File: config.mk
export PLATFORM = sky130hd
export DESIGN_NAME = spi_pixel_loader_flat
export DESIGN_NICKNAME = d
export VERILOG_FILES = /design/src/rtl/spi_pixel_loader_if.sv /design/src/rtl/spi_pixel_loader.sv /design/src/flat_wrapper.sv
export SDC_FILE = /design/constraint.sdc
export NUM_CORES = 1
export LEC_CHECK = 0
export ABC_CLOCK_PERIOD_IN_PS = 1700
export CAP_MARGIN = 5
export CORE_AREA = 2 2 88 90
export CTS_CLUSTER_SIZE = 20
export DETAILED_ROUTE_END_ITERATION = 8
export DIE_AREA = 0 0 90 92
export PLACE_DENSITY = 0.63
export REMOVE_ABC_BUFFERS = 1
export SLEW_MARGIN = 30
export SYNTH_ARGS = -nofsm -noshare
export SYNTH_HDL_FRONTEND = slang
export SYNTH_SLANG_ARGS = --single-unit
File: constraint.sdc
create_clock -name clk -period 1.7 [get_ports clk]
set_clock_uncertainty 0.15 [all_clocks]
set_input_delay 0.425 -clock clk [delete_from_list [all_inputs] [get_ports clk]]
set_output_delay 0.425 -clock clk [all_outputs]
set_load 0.1 [all_outputs]
File: src/rtl/spi_pixel_loader_if.sv
// spi_pixel_loader_if
// Groups the byte stream coming from spi_slave, the frame buffer write port
// and the refresh handshake with the WS2812B driver.
//   byte_in/byte_valid/first_byte : received byte, its strobe, first-after-CS flag
//   wr_en/wr_addr/wr_data         : one-cycle pixel write, data packed {G,R,B}
//   show_req/show_ack             : held refresh request and its acknowledge
//   cmd_error                     : one-cycle pulse on a rejected command/address
// The slave modport is the loader's view; the master modport is the
// surrounding environment's view.
interface spi_pixel_loader_if #(
  parameter int ADDR_WIDTH = 6
);
  logic [7:0]            byte_in;
  logic                  byte_valid;
  logic                  first_byte;
  logic                  wr_en;
  logic [ADDR_WIDTH-1:0] wr_addr;
  logic [23:0]           wr_data;
  logic                  show_req;
  logic                  show_ack;
  logic                  cmd_error;

  modport slave (
    input  byte_in, byte_valid, first_byte, show_ack,
    output wr_en, wr_addr, wr_data, show_req, cmd_error
  );

  modport master (
    output byte_in, byte_valid, first_byte, show_ack,
    input  wr_en, wr_addr, wr_data, show_req, cmd_error
  );
endinterface

File: src/rtl/spi_pixel_loader.sv
// spi_pixel_loader
// Parses the per-transaction command stream from spi_slave and turns GRB
// byte triples into 24-bit frame buffer writes; raises a held refresh request
// for the WS2812B driver.
// Ports:
//   clk     : system clock
//   resetn  : synchronous active-low reset
//   bus     : spi_pixel_loader_if.slave (byte input, pixel write, show handshake,
//             cmd_error)
// Packet formats (first byte flagged by first_byte):
//   CMD_WRITE, addr_hi, addr_lo, {G, R, B}*  -> consecutive pixel writes
//   CMD_SHOW                                 -> refresh request
// ADDR_WIDTH is assumed to be at most 16 (start address is 16 bits on the wire).
module spi_pixel_loader #(
  parameter int         NUM_PIXELS = 64,
  parameter int         ADDR_WIDTH = 6,
  parameter logic [7:0] CMD_WRITE  = 8'h81,
  parameter logic [7:0] CMD_SHOW   = 8'h82
) (
  input  logic                clk,
  input  logic                resetn,
  spi_pixel_loader_if.slave   bus
);

  typedef enum logic [2:0] {
    IDLE    = 3'd0,
    ADDR_H  = 3'd1,
    ADDR_L  = 3'd2,
    PIX     = 3'd3,
    DISCARD = 3'd4
  } state_t;

  localparam logic [16:0]           NUM_PIX_W = 17'(NUM_PIXELS);
  localparam logic [ADDR_WIDTH-1:0] LAST_PTR  = ADDR_WIDTH'(NUM_PIXELS - 1);

  state_t                state_q, state_d;
  logic [7:0]            addr_h_q, addr_h_d;
  logic [ADDR_WIDTH-1:0] ptr_q, ptr_d;
  logic [1:0]            idx_q, idx_d;
  logic [7:0]            g_q, g_d;
  logic [7:0]            r_q, r_d;
  logic                  wr_en_q, wr_en_d;
  logic [ADDR_WIDTH-1:0] wr_addr_q, wr_addr_d;
  logic [23:0]           wr_data_q, wr_data_d;
  logic                  show_req_q, show_req_d;
  logic                  cmd_error_q, cmd_error_d;
  logic [15:0]           addr16;

  assign addr16 = {addr_h_q, bus.byte_in};

  always_comb begin
    state_d     = state_q;
    addr_h_d    = addr_h_q;
    ptr_d       = ptr_q;
    idx_d       = idx_q;
    g_d         = g_q;
    r_d         = r_q;
    wr_en_d     = 1'b0;
    wr_addr_d   = wr_addr_q;
    wr_data_d   = wr_data_q;
    cmd_error_d = 1'b0;
    // An acknowledge clears the request unless a new CMD_SHOW sets it below.
    show_req_d  = show_req_q & ~bus.show_ack;

    if (bus.byte_valid) begin
      if (bus.first_byte) begin
        // A command byte always restarts parsing; any partial triple is dropped.
        idx_d = 2'd0;
        if (bus.byte_in == CMD_WRITE) begin
          state_d = ADDR_H;
        end else if (bus.byte_in == CMD_SHOW) begin
          show_req_d = 1'b1;
          state_d    = DISCARD;
        end else begin
          cmd_error_d = 1'b1;
          state_d     = DISCARD;
        end
      end else begin
        unique case (state_q)
          ADDR_H: begin
            addr_h_d = bus.byte_in;
            state_d  = ADDR_L;
          end
          ADDR_L: begin
            if ({1'b0, addr16} < NUM_PIX_W) begin
              ptr_d   = addr16[ADDR_WIDTH-1:0];
              idx_d   = 2'd0;
              state_d = PIX;
            end else begin
              cmd_error_d = 1'b1;
              state_d     = DISCARD;
            end
          end
          PIX: begin
            unique case (idx_q)
              2'd0: begin
                g_d   = bus.byte_in;
                idx_d = 2'd1;
              end
              2'd1: begin
                r_d   = bus.byte_in;
                idx_d = 2'd2;
              end
              default: begin
                wr_en_d   = 1'b1;
                wr_addr_d = ptr_q;
                wr_data_d = {g_q, r_q, bus.byte_in};
                ptr_d     = (ptr_q == LAST_PTR) ? '0 : ptr_q + 1'b1;
                idx_d     = 2'd0;
              end
            endcase
          end
          default: ;  // IDLE and DISCARD ignore data bytes
        endcase
      end
    end
  end

  always_ff @(posedge clk) begin
    if (!resetn) begin
      state_q     <= IDLE;
      addr_h_q    <= '0;
      ptr_q       <= '0;
      idx_q       <= '0;
      g_q         <= '0;
      r_q         <= '0;
      wr_en_q     <= 1'b0;
      wr_addr_q   <= '0;
      wr_data_q   <= '0;
      show_req_q  <= 1'b0;
      cmd_error_q <= 1'b0;
    end else begin
      state_q     <= state_d;
      addr_h_q    <= addr_h_d;
      ptr_q       <= ptr_d;
      idx_q       <= idx_d;
      g_q         <= g_d;
      r_q         <= r_d;
      wr_en_q     <= wr_en_d;
      wr_addr_q   <= wr_addr_d;
      wr_data_q   <= wr_data_d;
      show_req_q  <= show_req_d;
      cmd_error_q <= cmd_error_d;
    end
  end

  assign bus.wr_en     = wr_en_q;
  assign bus.wr_addr   = wr_addr_q;
  assign bus.wr_data   = wr_data_q;
  assign bus.show_req  = show_req_q;
  assign bus.cmd_error = cmd_error_q;

endmodule

File: src/flat_wrapper.sv
// flat-port wrapper written by rule: the top's interface ports become plain ports
module spi_pixel_loader_flat 
#(
  parameter int         NUM_PIXELS = 64,
  parameter int         ADDR_WIDTH = 6,
  parameter logic [7:0] CMD_WRITE  = 8'h81,
  parameter logic [7:0] CMD_SHOW   = 8'h82
)
  (clk, resetn, bus_byte_in, bus_byte_valid, bus_first_byte, bus_show_ack, bus_wr_en, bus_wr_addr, bus_wr_data, bus_show_req, bus_cmd_error);
  spi_pixel_loader_if #(.ADDR_WIDTH(ADDR_WIDTH)) bus_i ();
  input  logic clk;
  input  logic resetn;
  input wire logic [$bits(bus_i.byte_in)-1:0] bus_byte_in;
  input wire logic [$bits(bus_i.byte_valid)-1:0] bus_byte_valid;
  input wire logic [$bits(bus_i.first_byte)-1:0] bus_first_byte;
  input wire logic [$bits(bus_i.show_ack)-1:0] bus_show_ack;
  output wire logic [$bits(bus_i.wr_en)-1:0] bus_wr_en;
  output wire logic [$bits(bus_i.wr_addr)-1:0] bus_wr_addr;
  output wire logic [$bits(bus_i.wr_data)-1:0] bus_wr_data;
  output wire logic [$bits(bus_i.show_req)-1:0] bus_show_req;
  output wire logic [$bits(bus_i.cmd_error)-1:0] bus_cmd_error;
  assign bus_i.byte_in = bus_byte_in;
  assign bus_i.byte_valid = bus_byte_valid;
  assign bus_i.first_byte = bus_first_byte;
  assign bus_i.show_ack = bus_show_ack;
  assign bus_wr_en = bus_i.wr_en;
  assign bus_wr_addr = bus_i.wr_addr;
  assign bus_wr_data = bus_i.wr_data;
  assign bus_show_req = bus_i.show_req;
  assign bus_cmd_error = bus_i.cmd_error;
  spi_pixel_loader #(.NUM_PIXELS(NUM_PIXELS), .ADDR_WIDTH(ADDR_WIDTH), .CMD_WRITE(CMD_WRITE), .CMD_SHOW(CMD_SHOW)) u_core (.clk(clk), .resetn(resetn), .bus(bus_i));
endmodule
After elaboration in Yosys (flattened, before gate mapping)
Cells that the tools add are included.
- bits in latches: 0
- bits in writable memories: 0
- word-level logic and storage cells: 66
- register bits: 68
- bits in read-only memories: 0
- memories: 0
- equal/unequal tests: 10
- add/sub/neg operators: 1
- bitwise logic cells: 7
- $mul: 0
- $lt $le $gt $ge: 1
- divide/modulo/power cells: 0
- mux-type cells: 22
- reductions and logical operators: 14
- shift-type cells: 0
- operators with widths (cell ; count):
    6-bit two-way mux ; 3
    8-bit == test (second input constant) ; 2
    16-bit by 7-bit less-than comparator with 1-bit output (second input constant) ; 1
    6-bit case mux with 2 select lines ; 1
    4-bit AND reduction ; 3
    1-bit two-way mux ; 10
    3-bit two-way mux ; 3
    2-bit case mux with 2 select lines ; 2
    6-bit by 1-bit adder with 6-bit output (second input constant) ; 1
    3-bit by 2-bit == test with 1-bit output (second input constant) ; 2
    6-bit == test (second input constant) ; 1
    1-bit inverter ; 6
    3-bit case mux with 2 select lines ; 1
    3-bit AND reduction ; 2
    3-bit nonzero test ; 2
    5-bit AND reduction ; 1
    2-bit two-way mux ; 2
    2-bit AND reduction ; 2
    4-bit OR reduction ; 1
    3-bit by 1-bit == test with 1-bit output (second input constant) ; 1
    3-bit by 2-bit != test with 1-bit output (second input constant) ; 1
    2-bit by 1-bit == test with 1-bit output (second input constant) ; 1
    2-bit logical NOT ; 1
    2-bit by 1-bit != test with 1-bit output (second input constant) ; 1
    other kinds (4) ; 4

Depth between registers and ports, before layout
Gate-level depths: netlist of run 1.
- depth after elaboration: 6
- mapped depth: 8
- mapped depth without buffers: 5

Worst setup path after synthesis of run 1
No wires, ideal clock.
- path kind: input-to-reg
- start point: in bus_first_byte
- end point: reg u_core.g_q[0]
- buffers on the path: 2
- cell stages on the path: 6
- setup slack: 0.002 ns
- data required time: 1.422 ns
- data arrival time: 1.421 ns
- cell sequence: buf_2 > and2b_1 > nor4b_2 > buf_4 > mux2i_1 > nor2_1
- longest elaborated chain between the ends: 2
- RTL lines (item ; line ; text):
    start: declaration ; flat_wrapper.sv:15 ; input wire logic [$bits(bus_i.first_byte)-1:0] bus_first_byte;
    1-bit inverter (no source line) ; - ;
    4-bit AND reduction (no source line) ; - ;
    end signal: assignment ; spi_pixel_loader.sv:137 ; g_q <= g_d;
    end: declaration ; spi_pixel_loader.sv:40 ; logic [7:0] g_q, g_d;
No other way between the ends.
A chain may end at the register's enable or synchronous reset.

Final worst setup path of run 1
- start point: reg u_core.addr_h_q[3]
- end point: reg u_core.ptr_q[1]
- longest elaborated chain between the ends: 3
- RTL lines (item ; line ; text):
    start: declaration ; spi_pixel_loader.sv:37 ; logic [7:0] addr_h_q, addr_h_d;
    start signal: assignment ; spi_pixel_loader.sv:134 ; addr_h_q <= addr_h_d;
    16-bit by 7-bit less-than comparator with 1-bit output ; spi_pixel_loader.sv:85 ; if ({1'b0, addr16} < NUM_PIX_W) begin
    2-bit by 1-bit != test with 1-bit output (no source line) ; - ;
    5-bit AND reduction (no source line) ; - ;
    end signal: assignment ; spi_pixel_loader.sv:135 ; ptr_q <= ptr_d;
    end: declaration ; spi_pixel_loader.sv:38 ; logic [ADDR_WIDTH-1:0] ptr_q, ptr_d;
No other way between the ends.

==> impl_metrics.xml, run 1 <==
<?xml version="1.0" encoding="UTF-8"?>
<metrics>
  <group name="detailed_routing">
    <metric name="avgViaCountPerCell" unit="">4.98</metric>
    <metric name="drcViolationCount" unit="">0</metric>
    <metric name="vias" unit="">2520</metric>
    <metric name="detailedRoute.firstIterationViolations" unit="">108</metric>
    <metric name="ant_nets" unit="">0</metric>
    <metric name="drt_wl_total" unit="µm">7020</metric>
    <metric name="drt_pass_1_iters" unit="">4</metric>
    <metric name="wl_per_cell" unit="µm">13.9</metric>
  </group>
  <group name="die">
    <metric name="io_pins" unit="">46</metric>
    <metric name="die_y" unit="µm">92</metric>
    <metric name="placeableCoreArea" unit="µm²">7450</metric>
    <metric name="std_cell_rows" unit="">32</metric>
    <metric name="fp.dieW" unit="µm">90</metric>
    <metric name="die-area" unit="µm²">8280</metric>
    <metric name="start_util" unit="%">38.2</metric>
  </group>
  <group name="synthesis">
    <metric name="top_reg_cell_synth" unit="">sky130_fd_sc_hd__dfxtp_1</metric>
    <metric name="synthesis.area_per_instance" unit="µm²">8.82</metric>
    <metric name="synth.cell_area" unit="µm²">2840</metric>
    <metric name="ys_seq_elements" unit="">68</metric>
    <metric name="synthArstFlopShare" unit="%">0</metric>
    <metric name="synth-seq-area-share" unit="%">47.9</metric>
    <metric name="count_of_flip_flops_with_a_built_in_enable_after_synthesis" unit="">0</metric>
    <metric name="mapped_cells" unit="">322</metric>
    <metric name="synth.lib_cells_used.distinct" unit="">47</metric>
    <metric name="synth-warning-count" unit="">0</metric>
  </group>
  <group name="clock_network">
    <metric name="cts_made_buffers" unit="">9</metric>
    <metric name="clock_sinks" unit="">68</metric>
    <metric name="cts_tree" unit="">done</metric>
    <metric name="cts.root.buffer_cell" unit="">sky130_fd_sc_hd__clkbuf_8</metric>
    <metric name="htree_levels" unit="">3</metric>
    <metric name="ctsHoldBuffers" unit="">0</metric>
    <metric name="worstSkewPairLatency" unit="ns">0.34</metric>
    <metric name="worst_setup_hold_path_clk_slew" unit="ns">0.08</metric>
    <metric name="clock_path_buffers" unit="">2</metric>
  </group>
  <group name="power_and_ir_drop">
    <metric name="max-vdd-ir-drop" unit="µV">523</metric>
    <metric name="pwr_density_cell" unit="nW/µm²">774</metric>
    <metric name="power.static_leakage" unit="µW">0.00176</metric>
  </group>
  <group name="grt">
    <metric name="grt_start_max_net_pins" unit="">28</metric>
    <metric name="antenna_found_initial" unit="">0</metric>
    <metric name="first_pass_grt_wire_length" unit="µm">11700</metric>
    <metric name="overflow" unit="">0</metric>
    <metric name="grt_usage" unit="%">17.7</metric>
    <metric name="via_count_of_the_first_global_routing_pass" unit="">2421</metric>
  </group>
  <group name="timing">
    <metric name="timing.final.crit_period" unit="ns">1.63</metric>
    <metric name="setup-violations-final" unit="">0</metric>
    <metric name="final-hold-violation-count" unit="">0</metric>
    <metric name="final_max_slew_viols" unit="">0</metric>
    <metric name="relative_slew_margins" unit="%">76.9</metric>
    <metric name="unrepaired_setup_endpoints_after_global_routing" unit="">yes</metric>
    <metric name="post-route-worst-setup-slack" unit="ns">0.0695</metric>
    <metric name="timing.final.crit_share" unit="%">95.9</metric>
    <metric name="fmax" unit="MHz">613</metric>
    <metric name="timing_worst_slew_pin_value" unit="ns">0.345</metric>
    <metric name="finalHoldWorstSlack" unit="ns">0.305</metric>
  </group>
  <group name="placement">
    <metric name="globalplace.congestion" unit="">0.794</metric>
    <metric name="dp_slack" unit="ns">-0.513</metric>
    <metric name="placed_cells_incl_taps" unit="">482</metric>
    <metric name="hpwl" unit="µm">4900</metric>
    <metric name="portBuffers" unit="">45</metric>
  </group>
  <group name="setup_path">
    <metric name="setup.worst_path.class" unit="">reg2reg</metric>
    <metric name="rr_startpoint" unit="">u_core.addr_h_q[3]</metric>
    <metric name="setup.worst_path.start" unit="">u_core.addr_h_q[3]</metric>
    <metric name="critPathRequiredTime" unit="ns">1.77</metric>
    <metric name="cp_data_arrival_time" unit="ns">1.70</metric>
    <metric name="timing.critical_path.fanout_max" unit="">5</metric>
    <metric name="rrSetupSlack" unit="ns">0.07</metric>
    <metric name="timing.critical_path.from_type" unit="">flip-flop</metric>
    <metric name="timing.critical_path.to_type" unit="">flip-flop</metric>
  </group>
  <group name="cells_and_area">
    <metric name="num-fill-cells" unit="">694</metric>
    <metric name="layout_overhead_on_the_synthesized_area" unit="%">51.7</metric>
    <metric name="layout.area.seq" unit="µm²">1370</metric>
    <metric name="antenna_cells" unit="">0</metric>
    <metric name="post_route_cells_drive_above_1_share" unit="%">28.5</metric>
    <metric name="final_cell_count_no_fill" unit="">506</metric>
    <metric name="final_core_util" unit="%">57.9</metric>
    <metric name="multi_input_comb_area" unit="µm²">1390</metric>
    <metric name="nNetsFinal" unit="">413</metric>
  </group>
  <group name="worst_hold_path">
    <metric name="holdCritPathClass" unit="">reg2reg</metric>
    <metric name="timing.hold.worst.start" unit="">u_core.r_q[4]</metric>
  </group>
  <group name="run">
    <metric name="max_cap_violations" unit="">0</metric>
  </group>
  <group name="outcome">
    <metric name="run_status" unit="">finished, final reports clean</metric>
  </group>
</metrics>
==> worst max-delay path: stages (launching register included) <==
cell and delay, ns:
sky130_fd_sc_hd__dfxtp_2 0.34, sky130_fd_sc_hd__nor4_4 0.36, sky130_fd_sc_hd__nand4_1 0.27, sky130_fd_sc_hd__buf_4 0.23, sky130_fd_sc_hd__nand2_4 0.08, sky130_fd_sc_hd__a311oi_2 0.08
==> final timing paths <==
check                                              end  cells past startpoint
worst max register to register         u_core.ptr_q[1]                      5
worst max-delay path                   u_core.ptr_q[1]                      5
worst min-delay path            u_core.bus.wr_data[12]                      2
worst min register to register  u_core.bus.wr_data[12]                      2
==> cells by family after synthesis <==
kind of cell | after synthesis | share of synthesized area, %
AO/OA/AOI/OAI | 64 | 13.3
XOR/XNOR | 2 | 0.617
adder cells (fa/ha/maj) | 1 | 0.440
buffers and inverters | 27 | 5.64
flip-flops | 68 | 47.9
multiplexers | 25 | 8.81
AND/OR/NAND/NOR | 135 | 23.3
==> layout by cell type (no fill, tap or decap), types with 5 or more instances in the layout <==
master,instances
sky130_fd_sc_hd__mux2i_1,25
sky130_fd_sc_hd__buf_4,37
sky130_fd_sc_hd__a21oi_1,37
sky130_fd_sc_hd__buf_12,35
sky130_fd_sc_hd__dlygate4sd2_1,7
sky130_fd_sc_hd__nand2_1,73
sky130_fd_sc_hd__o22ai_1,5
sky130_fd_sc_hd__o21ai_0,5
sky130_fd_sc_hd__dfxtp_1,63
sky130_fd_sc_hd__nor2_1,29
sky130_fd_sc_hd__clkbuf_8,11
sky130_fd_sc_hd__dfxtp_2,5
sky130_fd_sc_hd__clkdlybuf4s50_1,5
==> report_power, final <==
group	internal, µW	total [µW]	switching, µW
sequential	1600	1610	8.88
combinational	92.5	199	106
clock	908	1530	621
==> Yosys cell counts, drive strengths merged, types with 3 or more instances <==
| cell | instances | area [µm²] |
|---|---|---|
| o22ai | 5 | 31.3 |
| buf | 17 | 123 |
| nor4 | 3 | 55.1 |
| nor2 | 29 | 109 |
| dfxtp | 68 | 1360 |
| a21oi | 37 | 185 |
| nor3 | 3 | 15.0 |
| nand2 | 74 | 278 |
| inv | 3 | 11.3 |
| clkbuf | 7 | 26.3 |
| o21ai | 5 | 25.0 |
| nand3 | 3 | 20.0 |
| nand3b | 4 | 33.8 |
| mux2i | 25 | 250 |
==> flip-flops by register name, summed over array words and instances (netlist names) <==
signal / count
u_core.bus.wr_addr: 6
u_core.bus.show_req: 1
u_core.bus.wr_data: 24
u_core.state_q: 3
u_core.addr_h_q: 8
u_core.ptr_q: 6
u_core.idx_q: 2
u_core.bus.wr_en: 1
u_core.r_q: 8
u_core.g_q: 8
u_core.bus.cmd_error: 1
==> layout make-up <==
cell class	count	share of cell area, %
multi-input cells	227	32.2
flip-flops and latches	68	31.7
well taps	102	2.96
repair buffers	90	27.4
clock buffers	11	3.51
inverters	3	0.261
clock inverters	5	1.94
==> layer usage <==
metal | global-route usage, % | up-vias | share of wire, %
met3 | 3.45 | 8 | 4.8
met4 | 7.44 | 0 | 1.2
met2 | 30.6 | 88 | 51
met5 | 0 | - | 0
li1 | - | 1259 | -
met1 | 21.7 | 1165 | 43
==> through the flow <==
stage | TNS, ns | instance area [µm²] | power [µW]
6_report | 0 | 4310 | 3330
5_1_grt | -0.0653 | 4310 | 3460
4_1_cts | 0 | 4240 | 3370
3_5_place_dp | -27.76 | 3890 | 1840
3_3_place_gp | -26.07 | 3890 | 1840
2_1_floorplan | -12.53 | 2690 | 1710
==> what timing repair did <==
item | 4_1_cts | 5_1_grt
cloned | 2 | 0
setup endpoints to repair | 51 | 44
buffers inserted | 4 | 2
resized for setup | 19 | 15
pin swaps | 5 | 3
(Power assumes the default switching activity.)
==> run 2, diff against run 1 <==
Settings changed: SKIP_LAST_GASP set to 1, SLEW_MARGIN 30 to not set.
==> results of run 2 <==
No change in the layout: final DEF, timing and power equal those of run 1.
==> run 3, diff against run 2 <==
Settings changed: CORE_AREA 2 2 88 90 to 2 2 80 82, DIE_AREA 0 0 90 92 to 0 0 82 84, PLACE_DENSITY 0.63 to 0.75.
==> run 3 against run 2 <==
Compared with the run above:
- combinational power increased by 2%
- sequential cell count unchanged
- sequential power about the same
- cell area decreased by 4.5%
- cell count decreased by 6.1%
- clock-buffer cell count decreased by 1
- maximum frequency decreased by 1.5%
- global-route usage increased by 3.6 points
- utilization increased by 9.7 points
- critical path type is now in2reg
==> impl_metrics.xml, run 3 (synthesis results as in run 1) <==
<?xml version="1.0" encoding="UTF-8"?>
<metrics>
  <group name="outcome">
    <metric name="run_status" unit="">finished, final reports clean</metric>
  </group>
  <group name="cells_and_area">
    <metric name="largest_register_ffs" unit="">24</metric>
    <metric name="multi_input_comb_area" unit="µm²">1370</metric>
    <metric name="post_route_cells_drive_above_1_share" unit="%">26.4</metric>
    <metric name="post-route-cell-area" unit="µm²">4120</metric>
    <metric name="mostFrequentLayoutCells" unit="">sky130_fd_sc_hd__nand2_1, sky130_fd_sc_hd__dfxtp_1, sky130_fd_sc_hd__a21oi_1</metric>
    <metric name="num-fill-cells" unit="">461</metric>
    <metric name="antenna_cells" unit="">0</metric>
    <metric name="layout_overhead_on_the_synthesized_area" unit="%">44.9</metric>
    <metric name="layout.area.seq" unit="µm²">1370</metric>
    <metric name="final_core_util" unit="%">67.5</metric>
    <metric name="mostFrequentLayoutCell" unit="">sky130_fd_sc_hd__nand2_1</metric>
    <metric name="final_cell_count_no_fill" unit="">475</metric>
    <metric name="nNetsFinal" unit="">407</metric>
  </group>
  <group name="clock_network">
    <metric name="clock_path_buffers" unit="">2</metric>
    <metric name="htree_levels" unit="">3</metric>
    <metric name="worstSkewPairLatency" unit="ns">0.34</metric>
    <metric name="cts.root.buffer_cell" unit="">sky130_fd_sc_hd__clkbuf_8</metric>
    <metric name="cts_made_buffers" unit="">9</metric>
    <metric name="cts_tree" unit="">done</metric>
    <metric name="clock_sinks" unit="">68</metric>
    <metric name="worst_setup_hold_path_clk_slew" unit="ns">0.07</metric>
  </group>
  <group name="placement">
    <metric name="dp_slack" unit="ns">-0.526</metric>
    <metric name="placed_instance_area" unit="µm²">3890</metric>
    <metric name="globalplace.congestion" unit="">0.985</metric>
    <metric name="hpwl" unit="µm">4780</metric>
    <metric name="placed_cells_incl_taps" unit="">458</metric>
    <metric name="portBuffers" unit="">45</metric>
  </group>
  <group name="timing">
    <metric name="setup-violations-final" unit="">0</metric>
    <metric name="timing.final.crit_share" unit="%">97.4</metric>
    <metric name="post-route-worst-setup-slack" unit="ns">0.0441</metric>
    <metric name="fmax" unit="MHz">604</metric>
    <metric name="unrepaired_setup_endpoints_after_global_routing" unit="">yes</metric>
    <metric name="relative_slew_margins" unit="%">80.3</metric>
    <metric name="timing.final.crit_period" unit="ns">1.66</metric>
    <metric name="final-hold-violation-count" unit="">0</metric>
    <metric name="timing_worst_slew_pin_value" unit="ns">0.293</metric>
    <metric name="final_max_slew_viols" unit="">0</metric>
  </group>
  <group name="setup_path">
    <metric name="timing.critical_path.fanout_max" unit="">4</metric>
    <metric name="critical-path-max-stage-delay" unit="ns">0.41</metric>
    <metric name="timing.critical_path.to_type" unit="">flip-flop</metric>
    <metric name="timing.critical_path.from_type" unit="">primary input</metric>
    <metric name="cp_data_arrival_time" unit="ns">1.78</metric>
    <metric name="rrSetupSlack" unit="ns">0.07</metric>
    <metric name="setup.worst_path.class" unit="">in2reg</metric>
    <metric name="worst_path_max_delay_cell" unit="">sky130_fd_sc_hd__or3_4</metric>
    <metric name="critical_path.cell_chain" unit="">dlygate4sd2_1 &gt; or3_4 &gt; nor4_4 &gt; buf_4 &gt; a32oi_1 &gt; a21oi_1</metric>
    <metric name="critPathRequiredTime" unit="ns">1.82</metric>
  </group>
  <group name="die">
    <metric name="start_util" unit="%">46.6</metric>
    <metric name="fp.dieW" unit="µm">82</metric>
    <metric name="die-area" unit="µm²">6890</metric>
    <metric name="die_y" unit="µm">84</metric>
    <metric name="placeableCoreArea" unit="µm²">6100</metric>
    <metric name="std_cell_rows" unit="">29</metric>
    <metric name="io_pins" unit="">46</metric>
  </group>
  <group name="detailed_routing">
    <metric name="drt_wl_total" unit="µm">6750</metric>
    <metric name="drt_pass_1_iters" unit="">4</metric>
    <metric name="ant_nets" unit="">0</metric>
    <metric name="wl_per_cell" unit="µm">14.2</metric>
    <metric name="avgViaCountPerCell" unit="">5.35</metric>
    <metric name="drcViolationCount" unit="">0</metric>
    <metric name="detailedRoute.firstIterationViolations" unit="">149</metric>
    <metric name="vias" unit="">2541</metric>
  </group>
  <group name="grt">
    <metric name="grt_usage" unit="%">21.3</metric>
    <metric name="overflow" unit="">0</metric>
    <metric name="first_pass_grt_wire_length" unit="µm">11100</metric>
    <metric name="antenna_found_initial" unit="">0</metric>
    <metric name="via_count_of_the_first_global_routing_pass" unit="">2382</metric>
    <metric name="grt_start_max_net_pins" unit="">23</metric>
  </group>
  <group name="power_and_ir_drop">
    <metric name="power.static_leakage" unit="µW">0.00165</metric>
    <metric name="max-vdd-ir-drop" unit="µV">483</metric>
    <metric name="pwr_density_cell" unit="nW/µm²">715</metric>
  </group>
  <group name="worst_hold_path">
    <metric name="holdCritPathClass" unit="">reg2reg</metric>
  </group>
  <group name="run">
    <metric name="max_cap_violations" unit="">0</metric>
  </group>
</metrics>
[run 3: power breakdown]
part	switching (µW)	total, µW	internal [µW]
Sequential	8.41	1610	1600
Clock	609	1130	525
Combinational	108	203	95.7
Total	725	2940	2220
[run 3: layout make-up]
class	count	share of cell area, %
Inverter	3	0.273
Clock buffer	10	3.10
Tap cell	77	2.34
Sequential cell	68	33.2
Multi-Input combinational cell	227	33.2
Timing Repair Buffer	84	26.9
Clock inverter	6	1.00
[run 3: metal layers]
layer	track usage (%)	share of wire, %
met2	34.7	53
met4	7.12	1.1
met1	25.7	40
met3	7.79	6.1
met5	0	0
[run 3: what timing repair did]
| action | CTS | global route |
|---|---|---|
| gates resized for setup | 13 | 9 |
| endpoints found under the setup margin | 62 | 38 |
| hold buffers | 0 | 0 |
| buffers inserted | 1 | 0 |
| pin swaps | 9 | 3 |
[run 3: critical path, delay by kind of cell]
family                 cells  cell delay (ns)
and+or+nand+nor            2             0.64
buffers and inverters      2             0.41
AOI/OAI and AO/OA          2             0.30
[run 3: metrics by stage]
step | TNS (ns) | total power, µW | hold slack [ns]
2_1_floorplan | -12.53 | 1710 | 0.281
3_3_place_gp | -26.78 | 1830 | 0.292
3_5_place_dp | -29.63 | 1840 | 0.298
4_1_cts | 0 | 2980 | 0.308
5_1_grt | -0.0538 | 3070 | 0.314
6_report | 0 | 2940 | 0.302
[run 3: worst paths after layout]
check,start,endpoint,cells after the start
max,bus_byte_in[3],u_core.state_q[0],6
min,u_core.g_q[5],u_core.bus.wr_data[21],2
min reg2reg,u_core.g_q[5],u_core.bus.wr_data[21],2
max reg2reg,u_core.addr_h_q[0],u_core.ptr_q[4],4
